<file path="config.mk">
export PLATFORM = sky130hd
export DESIGN_NAME = row_sched
export DESIGN_NICKNAME = d
export VERILOG_FILES = /design/src/rtl/row_sched_pkg.sv /design/src/rtl/line_edge.sv /design/src/rtl/row_sched.sv
export SDC_FILE = /design/constraint.sdc
export NUM_CORES = 1
export LEC_CHECK = 0
export ABC_AREA = 1
export BUFFER_PORTS_ARGS = -buffer_cell sky130_fd_sc_hd__clkbuf_2
export CAP_MARGIN = 20
export CORE_ASPECT_RATIO = 0.8
export CORE_MARGIN = 2
export CORE_UTILIZATION = 45
export DETAILED_ROUTE_END_ITERATION = 16
export GPL_ROUTABILITY_DRIVEN = 0
export PLACE_DENSITY = 0.68
export SYNTH_ARGS = -nofsm -noshare
export SYNTH_HDL_FRONTEND = slang
export SYNTH_HIERARCHICAL = 1
export SYNTH_SLANG_ARGS = --single-unit
</file>
<file path="constraint.sdc">
create_clock -name clk -period 1.65 [get_ports clk]
set_input_delay 0.33 -clock clk [delete_from_list [all_inputs] [get_ports clk]]
set_output_delay 0.33 -clock clk [all_outputs]
set_load 0.005 [all_outputs]
</file>
<file path="src/rtl/row_sched_pkg.sv">
// Shared constants and state encoding for the row scheduler and the
// neighbouring VGA timing / render blocks.
package row_sched_pkg;

  localparam int unsigned H_VIEW_DEF = 640;
  localparam int unsigned V_VIEW_DEF = 480;

  localparam int unsigned POS_W  = 10;
  localparam int unsigned ROW_W  = 9;
  localparam int unsigned SIZE_W = 11;
  localparam int unsigned CNT_W  = 8;

  typedef enum logic [1:0] {
    StReq  = 2'd0,
    StWait = 2'd1,
    StFull = 2'd2
  } sched_state_e;

  // Row to trace for the line after vpos; wraps to 0 at the visible line count.
  function automatic logic [ROW_W-1:0] next_row(input logic [POS_W-1:0] vpos,
                                                input int unsigned  v_view);
    logic [POS_W-1:0] nxt;
    nxt = vpos + POS_W'(1);
    if ({22'd0, nxt} >= v_view) begin
      return '0;
    end
    return nxt[ROW_W-1:0];
  endfunction

endpackage

</file>
<file path="src/rtl/line_edge.sv">
// Swap detector: one-cycle pulse on the first cycle hpos reaches H_VIEW.
module line_edge
  import row_sched_pkg::*;
#(
  parameter int unsigned H_VIEW = H_VIEW_DEF
) (
  input  logic             clk,
  input  logic             reset_n,
  input  logic [POS_W-1:0] hpos,
  output logic             swap
);

  logic at_view;
  logic was_view_q;

  assign at_view = (hpos == POS_W'(H_VIEW));

  // History resets to "was at H_VIEW" so a line already parked there does not swap.
  always_ff @(posedge clk or negedge reset_n) begin
    if (!reset_n) begin
      was_view_q <= 1'b1;
    end else begin
      was_view_q <= at_view;
    end
  end

  assign swap = at_view && !was_view_q;

endmodule

</file>
<file path="src/rtl/row_sched.sv">
// Per-line trace scheduler: requests the next row from the tracer and
// double-buffers its result so the renderer sees it from the next line swap.
module row_sched
  import row_sched_pkg::*;
#(
  parameter int unsigned H_VIEW = H_VIEW_DEF,
  parameter int unsigned V_VIEW = V_VIEW_DEF
) (
  input  logic              clk,
  input  logic              reset_n,
  input  logic [POS_W-1:0]  hpos,
  input  logic [POS_W-1:0]  vpos,
  output logic              trace_req,
  output logic [ROW_W-1:0]  trace_row,
  input  logic              trace_valid,
  input  logic              trace_side,
  input  logic [SIZE_W-1:0] trace_size,
  output logic              trace_ready,
  output logic              row_side,
  output logic [SIZE_W-1:0] row_size,
  output logic              row_active,
  output logic [CNT_W-1:0]  underrun_count
);

  sched_state_e      state_q, state_d;
  logic              started_q;
  logic              swap;
  logic              capture;

  logic              pend_side_q, pend_side_d;
  logic [SIZE_W-1:0] pend_size_q, pend_size_d;
  logic              row_side_q, row_side_d;
  logic [SIZE_W-1:0] row_size_q, row_size_d;
  logic              row_active_q, row_active_d;
  logic [CNT_W-1:0]  under_q, under_d;
  logic [ROW_W-1:0]  row_q, row_d;

  line_edge #(
    .H_VIEW (H_VIEW)
  ) u_line_edge (
    .clk     (clk),
    .reset_n (reset_n),
    .hpos    (hpos),
    .swap    (swap)
  );

  // started_q keeps trace_req low while reset is held; the first REQ follows release.
  assign trace_req   = (state_q == StReq) && started_q;
  assign trace_ready = (state_q == StWait) && !swap;
  assign capture     = trace_valid && trace_ready;

  always_comb begin
    state_d = state_q;
    unique case (state_q)
      StReq:   if (started_q) state_d = StWait;
      StWait:  if (capture) state_d = StFull;
      StFull:  state_d = StFull;
      default: state_d = StReq;
    endcase
    if (swap) begin
      state_d = StReq;
    end
  end

  always_comb begin
    pend_side_d  = pend_side_q;
    pend_size_d  = pend_size_q;
    row_side_d   = row_side_q;
    row_size_d   = row_size_q;
    row_active_d = row_active_q;
    under_d      = under_q;
    row_d        = row_q;

    if (capture) begin
      pend_side_d = trace_side;
      pend_size_d = trace_size;
    end

    if (swap) begin
      row_d = next_row(vpos, V_VIEW);
      if (state_q == StFull) begin
        row_side_d   = pend_side_q;
        row_size_d   = pend_size_q;
        row_active_d = 1'b1;
      end else begin
        row_side_d   = 1'b0;
        row_size_d   = '0;
        row_active_d = 1'b0;
        if (under_q != '1) begin
          under_d = under_q + CNT_W'(1);
        end
      end
    end
  end

  always_ff @(posedge clk or negedge reset_n) begin
    if (!reset_n) begin
      state_q      <= StReq;
      started_q    <= 1'b0;
      pend_side_q  <= 1'b0;
      pend_size_q  <= '0;
      row_side_q   <= 1'b0;
      row_size_q   <= '0;
      row_active_q <= 1'b0;
      under_q      <= '0;
      row_q        <= '0;
    end else begin
      state_q      <= state_d;
      started_q    <= 1'b1;
      pend_side_q  <= pend_side_d;
      pend_size_q  <= pend_size_d;
      row_side_q   <= row_side_d;
      row_size_q   <= row_size_d;
      row_active_q <= row_active_d;
      under_q      <= under_d;
      row_q        <= row_d;
    end
  end

  assign trace_row      = row_q;
  assign row_side       = row_side_q;
  assign row_size       = row_size_q;
  assign row_active     = row_active_q;
  assign underrun_count = under_q;

endmodule

</file>
Word-level counts from Yosys, hierarchy flattened

Index checks and enable logic that the tools add are counted.

Bits in read-only memories: 0
Input port bits: 35
Register bits: 46
RAM bits: 0
Output and inout bits: 32
Logic and storage cells: 40
Memories: 0
Latch bits: 0

Multipliers: 0
Bitwise logic cells: 1
Multiplexer cells: 11
Magnitude comparators: 1
Divide/modulo/power cells: 0
Eq/ne operators: 6
Shift-type cells: 0
Reductions and logical operators: 9
$add $sub $neg: 2

Operator list:

| kind                  | count |
|---|---|
| $mux 9                | 2 |
| $mux 11               | 1 |
| $add 10x1->10 const B | 1 |
| $eq 10x10->1 const B  | 1 |
| $ge 10x9->1 const B   | 1 |
| $add 8x1->8 const B   | 1 |
| $ne 8x8->1 const B    | 1 |
| $mux 2                | 3 |
| $ne 3x3->1 const B    | 2 |
| $pmux 2 s3            | 1 |
| $logic_and 1x1->1     | 4 |
| $mux 1                | 4 |
| $reduce_and 3->1      | 1 |
| $eq 2x1->1 const B    | 1 |
| $eq 2x2->1 const B    | 1 |
| $logic_not 1->1       | 2 |
| $logic_not 2->1       | 1 |
| $reduce_and 2->1      | 1 |
| $not 1->1             | 1 |

Logic depth before layout (Yosys ltp)

Depth in word-level cells: 8
Depth in mapped cells: 11
Gate-level depth less buffers: 11

Modules after synthesis

The synthesis kept the hierarchy.

Modules (own cells, without submodules):

| module    | times used | cells an instance | area each (um2) | sequential area each (um2) |
|---|---|---|---|---|
| row_sched | 1          | 247               | 2,158.3         | 1,126.1 |
| line_edge | 1          | 12                | 85.1            | 26.3 |

Worst setup path before layout

Ideal clock, no wire load.

Path kind: in2reg
Start point: input port hpos[5]
End point: register under_q[5] (netlist: underrun_count[5])
Arrival time: 1.437 ns
Stages on the path: 10
Data required time: 1.533 ns
Slack: 0.096 ns
Path through: nor2_1 > nand3_2 > nor3_2 > inv_2 > nor2_1 > nand2_4 > nor2_2 > nand3_1 > nand2_1 > nand2_1

Word-level cells in the longest chain between the ends: 3

Ends and longest elaborated chain:

| element                           | RTL line         | text |
|---|---|---|
| start, declared                   | row_sched.sv:11  | `input logic [POS_W-1:0] hpos,` |
| $eq 10x10->1                      | line_edge.sv:16  | `assign at_view = (hpos == POS_W'(H_VIEW));` |
| $logic_and 1x1->1                 | line_edge.sv:27  | `assign swap = at_view && !was_view_q;` |
| net swap                          | row_sched.sv:27  | `logic swap;` |
| $reduce_and 3->1 (no source line) | --               |  |
| end signal, assigned              | row_sched.sv:115 | `under_q <= under_d;` |
| end, declared                     | row_sched.sv:35  | `logic [CNT_W-1:0] under_q, under_d;` |

The timed path passes the listed nets, and every way through them passes these cells.
A chain may end at the register's enable or synchronous reset.

Final worst setup path

Start point: register u_line_edge.was_view_q
End point: output port trace_ready

Word-level cells in the longest chain between the ends: 4

Ends and longest elaborated chain:

| element                | RTL line        | text |
|---|---|---|
| start, declared        | line_edge.sv:14 | `logic was_view_q;` |
| start signal, assigned | line_edge.sv:23 | `was_view_q <= at_view;` |
| $logic_not 1->1        | line_edge.sv:27 |  |
| $logic_and 1x1->1      | line_edge.sv:27 |  |
| net swap               | row_sched.sv:27 |  |
| $logic_not 1->1        | row_sched.sv:49 | `assign trace_ready = (state_q == StWait) && !swap;` |
| $logic_and 1x1->1      | row_sched.sv:49 |  |
| end, declared          | row_sched.sv:18 | `output logic trace_ready,` |

The timed path passes the listed nets, and every way through them passes these cells.

==> impl_summary.txt <==
----------------------------------------------------
[Status]
  Run status ... finished clean

[Timing]
  Count of endpoints failing hold in the final timing report ... 0
  Highest achievable clock rate ... between 600 and 700 MHz
  Number of max-slew violations in the final report ... 0
  Setup Viol. Count Final ... 0
  Unrepaired setup endpoints after global routing ... false
  Fraction of the cycle the final worst path needs ... between 90% and 100%
  Final setup skew ... around 0.0097 ns
  Fin crit period ... roughly 1.6 ns

[Worst setup path]
  Maximum fanout along the worst path ... 6
  Flop-to-flop setup slack ... about 0.15 ns
  Worst Path Class, Setup ... reg -> out
  Critical Path Max Stage Delay ... ~0.53 ns
  Worst setup EP type ... output pin
  Critical path launch point type ... flip-flop
  Slowest CP cell ... dfstp_2
  Critical path arrival ... 1.27 ns
  Chain of cells forming the critical path ... nor3_2 -> buf_4 -> nor2_1 -> buf_2
  Start of the worst register-to-register path ... state_q[0]
  Worst reg2reg path depth ... 8
  Worst endpoint required time ... 1.32 ns
  Worst r2r dst ... underrun_count[5]

[Synthesis]
  Avg Cell Area, Syn ... 8.66 um2
  Dominant cell type by area after synthesis ... dfrtp_1
  Synth warnings ... 6
  Seq/Total Area, Yosys ... 51.4%
  Top cells by area in the synthesized netlist ... dfrtp_1 50%, nand2_1 10%, inv_1 4.7%, a21oi_1 4.0%, nand3_1 3.8%
  Share of the synthesized area in the top cell type ... 50.2%
  Number of flops mapped to enable cells by yosys ... 0
  Share of async-settable or async-resettable flops after synthesis ... 100%
  Register bit total from synthesis ... between 40 and 50
  Synthesized netlist net count ... 300
  Synth unique cells ... 26
  Cell count after synthesis ... between 200 and 300
  Cell area after technology mapping ... approximately 2200 um2
  Main flop type after synthesis ... dfrtp_1

[Global route]
  Maximum number of pins on one net before global-route repair ... 37
  Wire length of the first global-routing pass ... ~7.9 mm
  Overall Global Routing Usage ... roughly 18%
  GRT Residual Overflow ... 0
  Number of global-route vias before repair ... about 1,800
  Initial antenna violation count ... 0

[Clock tree]
  Clock root cell ... clkbuf_8
  CTS H-tree depth ... 2
  Total clock sinks ... 46
  Number of buffers created by CTS ... 5
  Clock slew at reported path FFs ... 0.09 ns
  CTS tree ... built
  Clock insertion delay at the later pin of the skew report ... roughly 0.30 ns
  Number of buffers on the longest clock path ... 2

[Floorplanning]
  Number of I/O pins ... 67
  # rows ... 22
  Die Ht ... approximately 67 um
  Initial cell density of the core ... 47.9%
  Total Die Area ... 5570 um2
  Core region area ... 4680 um2
  Die X ... 82.9 um

[Detailed routing]
  Ratio of routed vias to standard cells ... approximately 4.7
  Final routed DRC violation total ... 0
  DRT iter0 DRCs ... 95
  Post-route antenna net violation count ... 0
  Via count ... about 1,900
  Router iterations before antenna repair ... 4
  Routed wire per std cell ... 11.5 um
  Total wire length after detailed routing ... approximately 4.5 mm

[Layout]
  Finished Core Util ... about three fifths
  Number of antenna repair diodes ... 0
  Final design instance area without fill ... roughly 2800 um2
  Share of layout cells above drive strength 1 ... between 30% and 40%
  Leading cell type in the layout, fill and taps excluded ... clkbuf_2
  Top library cells by usage in the layout, fill and taps aside ... 65 x clkbuf_2, 61 x nand2_1, 45 x dfrtp_1, 28 x inv_1, 21 x nor2_1
  Layout Nets ... roughly 370
  Area overhead of the layout relative to synthesis ... 25.4%

[Min path]
  Endpoint with the worst hold slack ... pend_size_q[8]
  Hold/Removal Path Class ... in -> reg
  Worst Min Path Start ... trace_size[8]
  Min-Delay Path Depth ... 3

[Placement]
  IO Port Bufs ... 66
  DP Area ... between 2000 and 3000 um2
  Detailed placement HPWL ... ~3.5 mm

[Power and ir drop]
  Leakage ... between 0.0015 and 0.002 uW
  Worst vdd rail ir drop ... between 0.6 and 0.7 mV
  Power Total ... ~2800 uW
  Cell area power density ... between 900 and 1000 nW/um2

[Run]
  Number of max-capacitance violations reported ... 0

----------------------------------------------------
-- cells by family (layout without fill, tap and decap cells) --
group / Yosys count / after routing / synth area share (%)
xor gates and xnor gates: 8 / 8 / 3.46
adders and majority gates: 6 / 6 / 3.35
and+or+nand+nor: 124 / 124 / 26.8
buffers and inverters: 37 / 112 / 6.41
DFF: 46 / 46 / 51.4
other: 1 / 1 / 0.167
AOI/OAI and AO/OA: 37 / 37 / 8.42
-- cells in the mapped netlist, types with 3 or more instances --
library cell / number
inv_2: 3
o21ai_0: 16
nand3_2: 5
nand2_2: 7
nor2_2: 6
nand3_1: 17
buf_2: 4
dfrtp_1: 45
nand2_1: 61
xor2_1: 3
ha_1: 6
nor2_1: 21
xnor2_1: 4
inv_1: 28
a21oi_1: 18
-- worst max path at each step --
stage,slack [ns],start,cells after the start,end
final,0.05,u_line_edge/was_view_q,4,trace_ready
after global routing,0.005,u_line_edge/was_view_q,4,trace_ready
after CTS,0.03,u_line_edge/was_view_q,4,trace_ready
after detailed placement,-0.07,hpos[1],11,underrun_count[5]
after global placement,0.01,hpos[3],11,underrun_count[5]
after floorplan,0.1,hpos[5],10,underrun_count[5]
-- report_power, final --
| group | total [uW] | leakage (uW) | switching (uW) | internal, uW |
|---|---|---|---|---|
| logic | 564 | 0.000904 | 333 | 231 |
| clock network | 844 | 0.0000585 | 390 | 454 |
| registers | 1370 | 0.000594 | 65.6 | 1300 |
| total | 2770 | 0.00156 | 789 | 1990 |
-- per-layer routing --
metal  vias to the layer above  GRT usage, %  part of all wire [%]
met4                         0          5.94                   1.2
met5                         -             0                     0
met3                         7          4.52                   5.1
met1                       844          23.1                    47
li1                        962             -                     -
met2                        44          28.9                    47
-- registers in the layout (all words and copies together) (netlist names) --
register                flops
underrun_count              8
pend_size_q                11
u_line_edge/was_view_q      1
started_q                   1
row_side                    1
row_size                   11
pend_side_q                 1
row_active                  1
state_q                     2
trace_row                   9
-- critical path: cells and delay by family (launching register included) --
kind,cells,cell delay (ns)
buf+inv,2,0.28
flops,1,0.53
simple gates,2,0.17
-- area by class of cell --
cell class / count / area (um2)
repair buffers: 73 / 410
multi-input cells: 176 / 947
clock inverters: 3 / 43.8
flip-flops and latches: 46 / 1150
inverters: 31 / 116
fillers: 426 / 1870
clock buffers: 5 / 68.8
well taps: 60 / 75.1
-- what timing repair did --
item | CTS | global route
setup endpoints to repair | 0 | 1
hold buffers | 1 | 0
endpoints found under the hold margin | 10 | 0
setup buffers | 0 | 0
resized for setup | 0 | 1
-- through the flow --
step | TNS, ns | setup WS [ns] | hold slack [ns] | instances
after CTS | 0 | 0.0253 | 0.255 | 394
after floorplan | 0 | 0.0959 | 0.0344 | 259
after global placement | 0 | 0.00967 | 0.230 | 385
after global routing | 0 | 0.00514 | 0.274 | 394
final | 0 | 0.0481 | 0.260 | 394
after detailed placement | -0.0661 | -0.0661 | 0.230 | 385
(Power assumes the default switching activity.)
